## config.mk

```make
export PLATFORM = sky130hd
export DESIGN_NAME = dcache_axi_master
export DESIGN_NICKNAME = d
export VERILOG_FILES = /design/src/rtl/dcache_axi_master_pkg.sv /design/src/rtl/dcache_wstrb_align.sv /design/src/rtl/dcache_axi_master.sv
export SDC_FILE = /design/constraint.sdc
export NUM_CORES = 1
export LEC_CHECK = 0
export BUFFER_PORTS_ARGS = -buffer_cell sky130_fd_sc_hd__buf_2
export CORE_AREA = 2 2 113 115
export CTS_CLUSTER_DIAMETER = 120
export DETAILED_ROUTE_END_ITERATION = 12
export DIE_AREA = 0 0 115 117
export MAX_ROUTING_LAYER = met4
export PLACE_DENSITY = 0.65
export SYNTH_ARGS = -nofsm -noshare
export SYNTH_HDL_FRONTEND = slang
export SYNTH_HIERARCHICAL = 1
export SYNTH_SLANG_ARGS = --single-unit
```

## constraint.sdc

```tcl
create_clock -name clk -period 2.07 [get_ports clk]
set_clock_uncertainty 0.15 [all_clocks]
set_input_delay 0 -clock clk [delete_from_list [all_inputs] [get_ports clk]]
set_output_delay 0 -clock clk [all_outputs]
set_load 0.02 [all_outputs]
```

## src/rtl/dcache_axi_master_pkg.sv

```systemverilog
// Shared definitions for the D-cache AXI master: cache access-type encodings,
// AXI burst/size/response constants and the transaction FSM state type.
// No ports (package).
package dcache_axi_master_pkg;

    // Access types presented on D_type by the core.
    localparam logic [2:0] CACHE_BYTE    = 3'b000;
    localparam logic [2:0] CACHE_HWORD   = 3'b001;
    localparam logic [2:0] CACHE_WORD    = 3'b010;
    localparam logic [2:0] CACHE_BYTE_U  = 3'b100;
    localparam logic [2:0] CACHE_HWORD_U = 3'b101;

    localparam logic [1:0] AXI_BURST_INCR = 2'b01;
    localparam logic [2:0] AXI_SIZE_4B    = 3'b010;
    localparam logic [1:0] AXI_RESP_OKAY  = 2'b00;

    localparam logic [3:0] LINE_LEN = 4'd3;   // 4-beat line fill
    localparam logic [3:0] ONE_LEN  = 4'd0;   // single beat

    typedef enum logic [2:0] {
        ST_IDLE,
        ST_AR,
        ST_R,
        ST_WR,
        ST_B,
        ST_DONE
    } state_t;

endpackage

```

## src/rtl/dcache_wstrb_align.sv

```systemverilog
// Write-strobe generator: maps access type and low address bits to the
// byte lanes of a 32-bit write. Signed/unsigned variants of a size share
// the same lanes; word and any unknown type enable all four lanes.
// Ports:
//   d_type  in  3  access type
//   addr_lo in  2  address bits [1:0]
//   wstrb   out 4  byte-lane strobes
module dcache_wstrb_align
    import dcache_axi_master_pkg::*;
(
    input  logic [2:0] d_type,
    input  logic [1:0] addr_lo,
    output logic [3:0] wstrb
);

    always_comb begin
        wstrb = 4'b1111;
        case (d_type)
            CACHE_BYTE, CACHE_BYTE_U:   wstrb = 4'b0001 << addr_lo;
            CACHE_HWORD, CACHE_HWORD_U: wstrb = 4'b0011 << {addr_lo[1], 1'b0};
            default:                    wstrb = 4'b1111;
        endcase
    end

endmodule

```

## src/rtl/dcache_axi_master.sv

```systemverilog
// Memory-side responder for the L1 D-cache request port. Each held-level
// request becomes one AXI transaction: a 4-beat INCR line fill, a 1-beat
// uncached read, or a 1-beat write. RDATA is passed straight to D_out.
// Ports:
//   clk, rst                      clock, synchronous active-high reset
//   D_req/D_write                 read / write request levels (held)
//   D_addr, D_in, D_type          request address, write data, access type
//   D_out                         read data (RDATA passthrough)
//   busy                          transaction in flight
//   resp_err                      sticky non-OKAY response / short burst flag
//   AR*/R*, AW*/W*, B*            AXI master channels
module dcache_axi_master
    import dcache_axi_master_pkg::*;
#(
    parameter logic [3:0]  MASTER_ID    = 4'd1,
    parameter logic [15:0] UNCACHED_HI0 = 16'h1000,
    parameter logic [15:0] UNCACHED_HI1 = 16'h6000
) (
    input  logic        clk,
    input  logic        rst,
    input  logic        D_req,
    input  logic [31:0] D_addr,
    input  logic        D_write,
    input  logic [31:0] D_in,
    input  logic [2:0]  D_type,
    output logic [31:0] D_out,
    output logic        busy,
    output logic        resp_err,
    output logic [3:0]  ARID,
    output logic [31:0] ARADDR,
    output logic [3:0]  ARLEN,
    output logic [2:0]  ARSIZE,
    output logic [1:0]  ARBURST,
    output logic        ARVALID,
    input  logic        ARREADY,
    input  logic [3:0]  RID,
    input  logic [31:0] RDATA,
    input  logic [1:0]  RRESP,
    input  logic        RLAST,
    input  logic        RVALID,
    output logic        RREADY,
    output logic [3:0]  AWID,
    output logic [31:0] AWADDR,
    output logic [3:0]  AWLEN,
    output logic [2:0]  AWSIZE,
    output logic [1:0]  AWBURST,
    output logic        AWVALID,
    input  logic        AWREADY,
    output logic [31:0] WDATA,
    output logic [3:0]  WSTRB,
    output logic        WLAST,
    output logic        WVALID,
    input  logic        WREADY,
    input  logic [3:0]  BID,
    input  logic [1:0]  BRESP,
    input  logic        BVALID,
    output logic        BREADY
);

    state_t      state, state_n;
    logic [31:0] addr_r;
    logic [31:0] ar_addr_r;
    logic [3:0]  len_r;
    logic [31:0] data_r;
    logic [3:0]  strb_r;
    logic [3:0]  strb_c;
    logic [1:0]  beat_cnt;
    logic        aw_done;
    logic        w_done;
    logic        uncached_c;

    // Only one transaction is ever outstanding, so the IDs carry no information.
    logic unused_ids;
    assign unused_ids = ^{RID, BID};

    dcache_wstrb_align u_wstrb (
        .d_type  (D_type),
        .addr_lo (D_addr[1:0]),
        .wstrb   (strb_c)
    );

    assign uncached_c = (D_addr[31:16] == UNCACHED_HI0) ||
                        (D_addr[31:16] == UNCACHED_HI1);

    // All channel outputs derive from registered state only, so no READY
    // input can reach a VALID output combinationally.
    assign ARID    = MASTER_ID;
    assign ARADDR  = ar_addr_r;
    assign ARLEN   = len_r;
    assign ARSIZE  = AXI_SIZE_4B;
    assign ARBURST = AXI_BURST_INCR;
    assign ARVALID = (state == ST_AR);
    assign RREADY  = (state == ST_R);

    assign AWID    = MASTER_ID;
    assign AWADDR  = addr_r;
    assign AWLEN   = ONE_LEN;
    assign AWSIZE  = AXI_SIZE_4B;
    assign AWBURST = AXI_BURST_INCR;
    assign AWVALID = (state == ST_WR) && !aw_done;
    assign WDATA   = data_r;
    assign WSTRB   = strb_r;
    assign WLAST   = 1'b1;
    assign WVALID  = (state == ST_WR) && !w_done;
    assign BREADY  = (state == ST_B);

    assign D_out = RDATA;
    assign busy  = (state != ST_IDLE);

    always_comb begin
        state_n = state;
        case (state)
            ST_IDLE: begin
                if (D_write)    state_n = ST_WR;
                else if (D_req) state_n = ST_AR;
            end
            ST_AR:   if (ARREADY) state_n = ST_R;
            ST_R:    if (RVALID && RLAST) state_n = ST_DONE;
            // A channel already accepted counts as done; otherwise its VALID
            // is high and its READY alone completes the handshake.
            ST_WR:   if ((aw_done || AWREADY) && (w_done || WREADY)) state_n = ST_B;
            ST_B:    if (BVALID) state_n = ST_DONE;
            ST_DONE: state_n = ST_IDLE;
            default: state_n = ST_IDLE;
        endcase
    end

    always_ff @(posedge clk) begin
        if (rst) begin
            state     <= ST_IDLE;
            addr_r    <= 32'd0;
            ar_addr_r <= 32'd0;
            len_r     <= 4'd0;
            data_r    <= 32'd0;
            strb_r    <= 4'd0;
            beat_cnt  <= 2'd0;
            aw_done   <= 1'b0;
            w_done    <= 1'b0;
            resp_err  <= 1'b0;
        end else begin
            state <= state_n;
            case (state)
                ST_IDLE: begin
                    if (D_write || D_req) begin
                        addr_r    <= D_addr;
                        data_r    <= D_in;
                        strb_r    <= strb_c;
                        ar_addr_r <= uncached_c ? D_addr : {D_addr[31:4], 4'b0000};
                        len_r     <= uncached_c ? ONE_LEN : LINE_LEN;
                        beat_cnt  <= 2'd0;
                        aw_done   <= 1'b0;
                        w_done    <= 1'b0;
                    end
                end
                ST_R: begin
                    if (RVALID) begin
                        if (beat_cnt != 2'd3) beat_cnt <= beat_cnt + 2'd1;
                        if (RRESP != AXI_RESP_OKAY) resp_err <= 1'b1;
                        // RLAST before the fourth beat of a line fill is a protocol error.
                        if (RLAST && (len_r == LINE_LEN) && (beat_cnt != 2'd3))
                            resp_err <= 1'b1;
                    end
                end
                ST_WR: begin
                    if (AWVALID && AWREADY) aw_done <= 1'b1;
                    if (WVALID && WREADY)   w_done  <= 1'b1;
                end
                ST_B: begin
                    if (BVALID && (BRESP != AXI_RESP_OKAY)) resp_err <= 1'b1;
                end
                default: ;
            endcase
        end
    end

endmodule

```

**Word level (Yosys, flattened, before mapping)**

Cells that the tools add are included.

- Register bits: 112
- Latch bits: 0
- RAM bits: 0
- Bits in read-only memories: 0
- Input port bits: 121
- Output and inout port bits: 166
- Logic and storage cells: 91
- Memories: 0

- $add $sub $neg: 1
- $mul: 0
- Divide/modulo/power cells: 0
- $lt $le $gt $ge: 0
- Eq/ne operators: 23
- Shifts and indexed selects: 2
- Mux-type cells: 24
- Bitwise gates (word level): 0
- Reductions and logical operators: 31

Operators with widths:

| operator | number |
|---|---|
| 2-to-1 mux 3 bit | 6 |
| equality test 16 x 13 -> 1 bit (second input constant) | 1 |
| equality test 16 x 15 -> 1 bit (second input constant) | 1 |
| one-hot mux 3 bit (5 select lines) | 1 |
| inequality test 2 x 1 -> 1 bit (second input constant) | 7 |
| nonzero test 2 bit | 5 |
| equality test 3 bit (second input constant) | 3 |
| logical AND 1 bit | 9 |
| 2-to-1 mux 2 bit | 4 |
| inequality test 2 bit (second input constant) | 4 |
| one-hot mux 4 bit (2 select lines) | 1 |
| AND reduction 4 bit | 2 |
| 2-to-1 mux 1 bit | 7 |
| equality test 3 x 1 -> 1 bit (second input constant) | 2 |
| equality test 3 x 2 -> 1 bit (second input constant) | 2 |
| logical NOT 3 bit | 2 |
| one-hot mux 1 bit (2 select lines) | 3 |
| AND reduction 3 bit | 2 |
| AND reduction 5 bit | 1 |
| equality test 4 x 2 -> 1 bit (second input constant) | 1 |
| logical OR 1 bit | 4 |
| 2-to-1 mux 4 bit | 1 |
| one-hot mux 2 bit (2 select lines) | 1 |
| OR reduction 2 bit | 2 |
| other kinds (8) | 9 |

**Depth between registers and ports, before layout**

- Depth in word-level cells: 6
- Gate-level depth with buffers: 8
- Depth with buffers taken out: 4

**Cells and area by module**

Netlist, hierarchy kept.

By module, submodules not included:

| module | times used | cells an instance | area an instance (µm²) | sequential area each (µm²) |
|---|---|---|---|---|
| dcache_axi_master | 1 | 475 | 3731.1 | 1621.6 |
| dcache_wstrb_align | 1 | 7 | 43.8 | 0.0 |

**Worst setup path after synthesis**

OpenSTA, ideal clock, no wires.

- Path kind: reg2reg
- Start point: reg state[1]
- End point: reg addr_r[10], in the netlist AWADDR[10]
- Library setup time: 132 ps
- Arrival time: 1579 ps
- Required time: 1788 ps
- Setup slack: 209 ps
- Stages on the path, launching flop included: 9
- Path buffers: 4
- Clock period less this slack: 1861 ps
- Cells stage by stage: dfxtp_1 buf_2 or3_4 or2_1 buf_2 buf_6 buf_6 nand2_1 a21oi_1

- Word-level cells in the longest chain between the ends: 2

Ends and longest elaborated chain:

| item | line | text |
|---|---|---|
| start, declared | dcache_axi_master.sv:60 | `state_t state, state_n;` |
| start signal, assigned | dcache_axi_master.sv:141 | `state <= state_n;` |
| logical NOT 3 bit | dcache_axi_master.sv:142 | `case (state)` |
| AND reduction 2 bit (no line) | n/a |  |
| end signal, assigned | dcache_axi_master.sv:145 | `addr_r <= D_addr;` |
| end, declared | dcache_axi_master.sv:61 | `logic [31:0] addr_r;` |

No other way between the ends.
A chain may end at the register's enable or synchronous reset.

**Worst setup path after layout**

- Start point: in D_addr[18]
- End point: reg len_r[0], in the netlist ARLEN[0]

- Word-level cells in the longest chain between the ends: 3
- Elaborated cells on any way between the ends: 4
- Classes of those cells: eq/ne: 2; mux: 1; reduce/logical: 1

Ends and longest elaborated chain:

| item | line | text |
|---|---|---|
| start, declared | dcache_axi_master.sv:22 | `input logic [31:0] D_addr,` |
| equality test 16 x 13 -> 1 bit or equality test 16 x 15 -> 1 bit (tied branches) | dcache_axi_master.sv:82, dcache_axi_master.sv:83 |  |
| logical OR 1 bit (*) | dcache_axi_master.sv:82 | `assign uncached_c = (D_addr[31:16] == UNCACHED_HI0) \|\|` |
| 2-to-1 mux 2 bit (*) | dcache_axi_master.sv:149 | `len_r <= uncached_c ? ONE_LEN : LINE_LEN;` |
| end signal, assigned | dcache_axi_master.sv:149 |  |
| end, declared | dcache_axi_master.sv:63 | `logic [3:0] len_r;` |

Every way passes the cells marked *; elsewhere a longest branch is shown, timed or not.

==> flow_summary.yaml <==
status:
  status: "finished clean"
logic_synthesis:
  synth_most_common_cell: "nand2_1"
  synth.largest_area_cell: "dfxtp_1"
  postSynthCellCount: 482
  syn_area_um2: 3770
  synth_edf_count: 0
  yosysWarnings: 6
  synth_cell_type_count: 38
  synth_common_cells: "nand2_1, buf_4, dfxtp_1"
  synth_ff_type: "dfxtp_1"
  synth_top_area_share_pct: 43.0
  syn_area_per_cell_um2: 7.83
  synthTopCellsByArea: "dfxtp_1, buf_4, nand2_1, a21oi_1, nand3b_1"
  ys_seq_elements: 81
  synth_async_sr_flop_share_pct: 0
  seq_area_frac_synth_pct: 43.0
grt:
  grt.overflow.total: 0
  grt_first_pass_wirelength_mm: 15.8
  first_global_vias: 3337
  grt_usage_pct: 15.5
  antenna_found_initial: 0
  grt_max_degree: 52
cells_and_area:
  final_area_um2: 5690
  finalNonFillerCells: 864
  insertedDiodeCount: 0
  final_nets: 831
  syn_to_final_growth_pct: 50.7
  drive_gt1_share_pct: 30.7
floorplan:
  dieHeight_um: 117
  dieArea_um2: 13500
  coreArea_um2: 12300
  dieWidth_um: 115
  io_pins: 287
  initial_utilization_pct: 30.7
  rows: 41
sta:
  finalHoldViolCount: 0
  rsz0062_at_grt: "no"
  final-max-slew-violation-count: 0
  period_share_pct: 93.4
  fmax_mhz: 517
  period_needed_ns: 1.93
  setup_tns_ns: 0
  whs_ns: 0.0211
  setup-violations-final: 0
cts:
  clock_latency_ns: 0.34
  cts_max_level: 3
  root_buffer: "clkbuf_16"
  cts_buffers: 9
  clock_sinks: 81
  path_clk_slew_ns: 0.06
  cts_buffer_depth: 2
  cts_tree: "yes"
  cts_setup_buffers: 0
critical_path:
  rrSetupSlack_ns: 0.14
  worst-path-stages: 6
  critPathTopFamily: "simple AND/OR/NAND/NOR gates"
  crit_slowest_cell: "dlygate4sd3_1"
  reg2reg_depth: 7
  crit_arrival_ns: 2.01
  slowest_delay_ns: 0.53
  rr_endpoint: "state[1]"
  crit_end: "ARLEN[0]"
  required_ns: 2.15
  cp_cell_sequence: "dlygate4sd3_1 -> buf_2 -> or4_1 -> nor3_1 -> nand4_1 -> o21a_1"
  rr_startpoint: "state[2]"
  start_kind: "input port"
  endpoint_kind: "flop"
  crit_type: "in2reg"
  path_buf_inv: 2
  cp_max_fo: 5
  setup.worst_path.start: "D_addr[18]"
detailed_routing:
  dr.pass1.iters: 4
  wl_per_cell_um: 12.6
  num_vias: 3856
  vias_per_cell: 4.46
  antenna_left: 0
  post-route-drc-count: 0
  top_layer_used: "met4"
  met1_length_mm: 4.37
  wl_met3_um: 735
  wl_mm: 10.9
  drt_iter0_markers: 195
  routed-wl-met2_mm: 5.59
job:
  cap_viol_max_count: 0
pwr:
  p_per_area_nw_per_um2: 1240
  p_leak_nw: 2.73
  peakVddDrop_mv: 0.673
  total_power_mw: 7.04
placed_design:
  gp_congestion: 0.699
  place_hpwl_mm: 6.77
  place_inst: 741
  port_buffers: 188
  dpl_cell_area_um2: 4310
hold_path:
  holdCritPathClass: "in2reg"
-- how the worst min path moves through the flow --
stage                 to  depth (start not counted)  slack [ns]  startpoint
2_1_floorplan   D_out[0]                          1       -0.04    RDATA[0]
3_3_place_gp   D_out[15]                          0       -0.15   RDATA[15]
3_5_place_dp   D_out[15]                          0       -0.15   RDATA[15]
4_1_cts         state[0]                          5        0.02     ARREADY
5_1_grt         state[0]                          5        0.04     ARREADY
6_report        state[0]                          5        0.02     ARREADY
-- worst register-to-register path: cells and delay by family, from the launching register on --
family,cells,cell delay [ns]
compound gates,2,0.35
buf+inv,3,0.87
flops,1,0.32
simple gates,2,0.18
-- cell type report --
type | instances | area, um2
fillers | 1165 | 6620
repair buffers | 307 | 2130
flip-flops and latches | 81 | 1620
multi-input cells | 307 | 1430
clock buffers | 12 | 256
well taps | 150 | 188
clock inverters | 4 | 51.3
inverters | 3 | 11.3
-- placed cells by master, fill, tap and decap left out, types with 2 or more instances in the layout --
cell             n
o21bai_1         4
a21oi_1         72
o22ai_1          2
buf_12           2
nand2b_1         4
inv_1            3
clkbuf_8         2
a31oi_1          3
o21ai_0          6
dlygate4sd3_1  107
nand3b_1        10
buf_2          188
buf_4           10
nor3_1           5
nand2_1        142
nor2_1           9
dfxtp_1         81
conb_1          25
nor3b_1          3
nor2b_1          3
clkbuf_16        9
-- report_power, final --
group | switching (mW) | internal, mW | leakage [nW]
clock | 0.630 | 1.00 | 0.149
combinational | 2.08 | 1.14 | 1.92
sequential | 0.228 | 1.97 | 0.665
-- routing by layer --
layer	global-route usage [%]	up-vias
met5	-	-
met4	5.78	0
met3	4.22	16
met2	27.5	174
met1	16.5	1755
li1	-	1911
-- cell families (layout without fill, tap and decap cells) --
| kind of cell | Yosys count | in the layout | synth area share, % |
|---|---|---|---|
| other cells | 2 | 25 | 0.199 |
| simple gates | 184 | 184 | 21.1 |
| compound gates | 97 | 97 | 14.1 |
| fa+ha+maj | 1 | 1 | 0.331 |
| flops | 81 | 81 | 43.0 |
| buf+inv | 117 | 326 | 21.4 |
-- repair_timing --
action | CTS | global route
hold buffers | 107 | 0
setup endpoints to repair | 0 | 1
gates resized for setup | 0 | 1
endpoints found under the hold margin | 113 | 0
-- sequential cells by signal, indices dropped and copies added, names as in the netlist --
name      count
ARADDR        4
ARLEN         1
AWADDR       32
WDATA        32
WSTRB         4
aw_done       1
beat_cnt      2
resp_err      1
state         3
w_done        1
-- through the flow --
stage	worst slack, ns	utilization (%)
2_1_floorplan	0.209	-
3_3_place_gp	0.254	35.0
3_5_place_dp	0.231	35.0
4_1_cts	0.0983	46.2
5_1_grt	0.0535	46.2
6_report	0.138	46.2
Note: power is estimated with default switching activity, not from simulation.
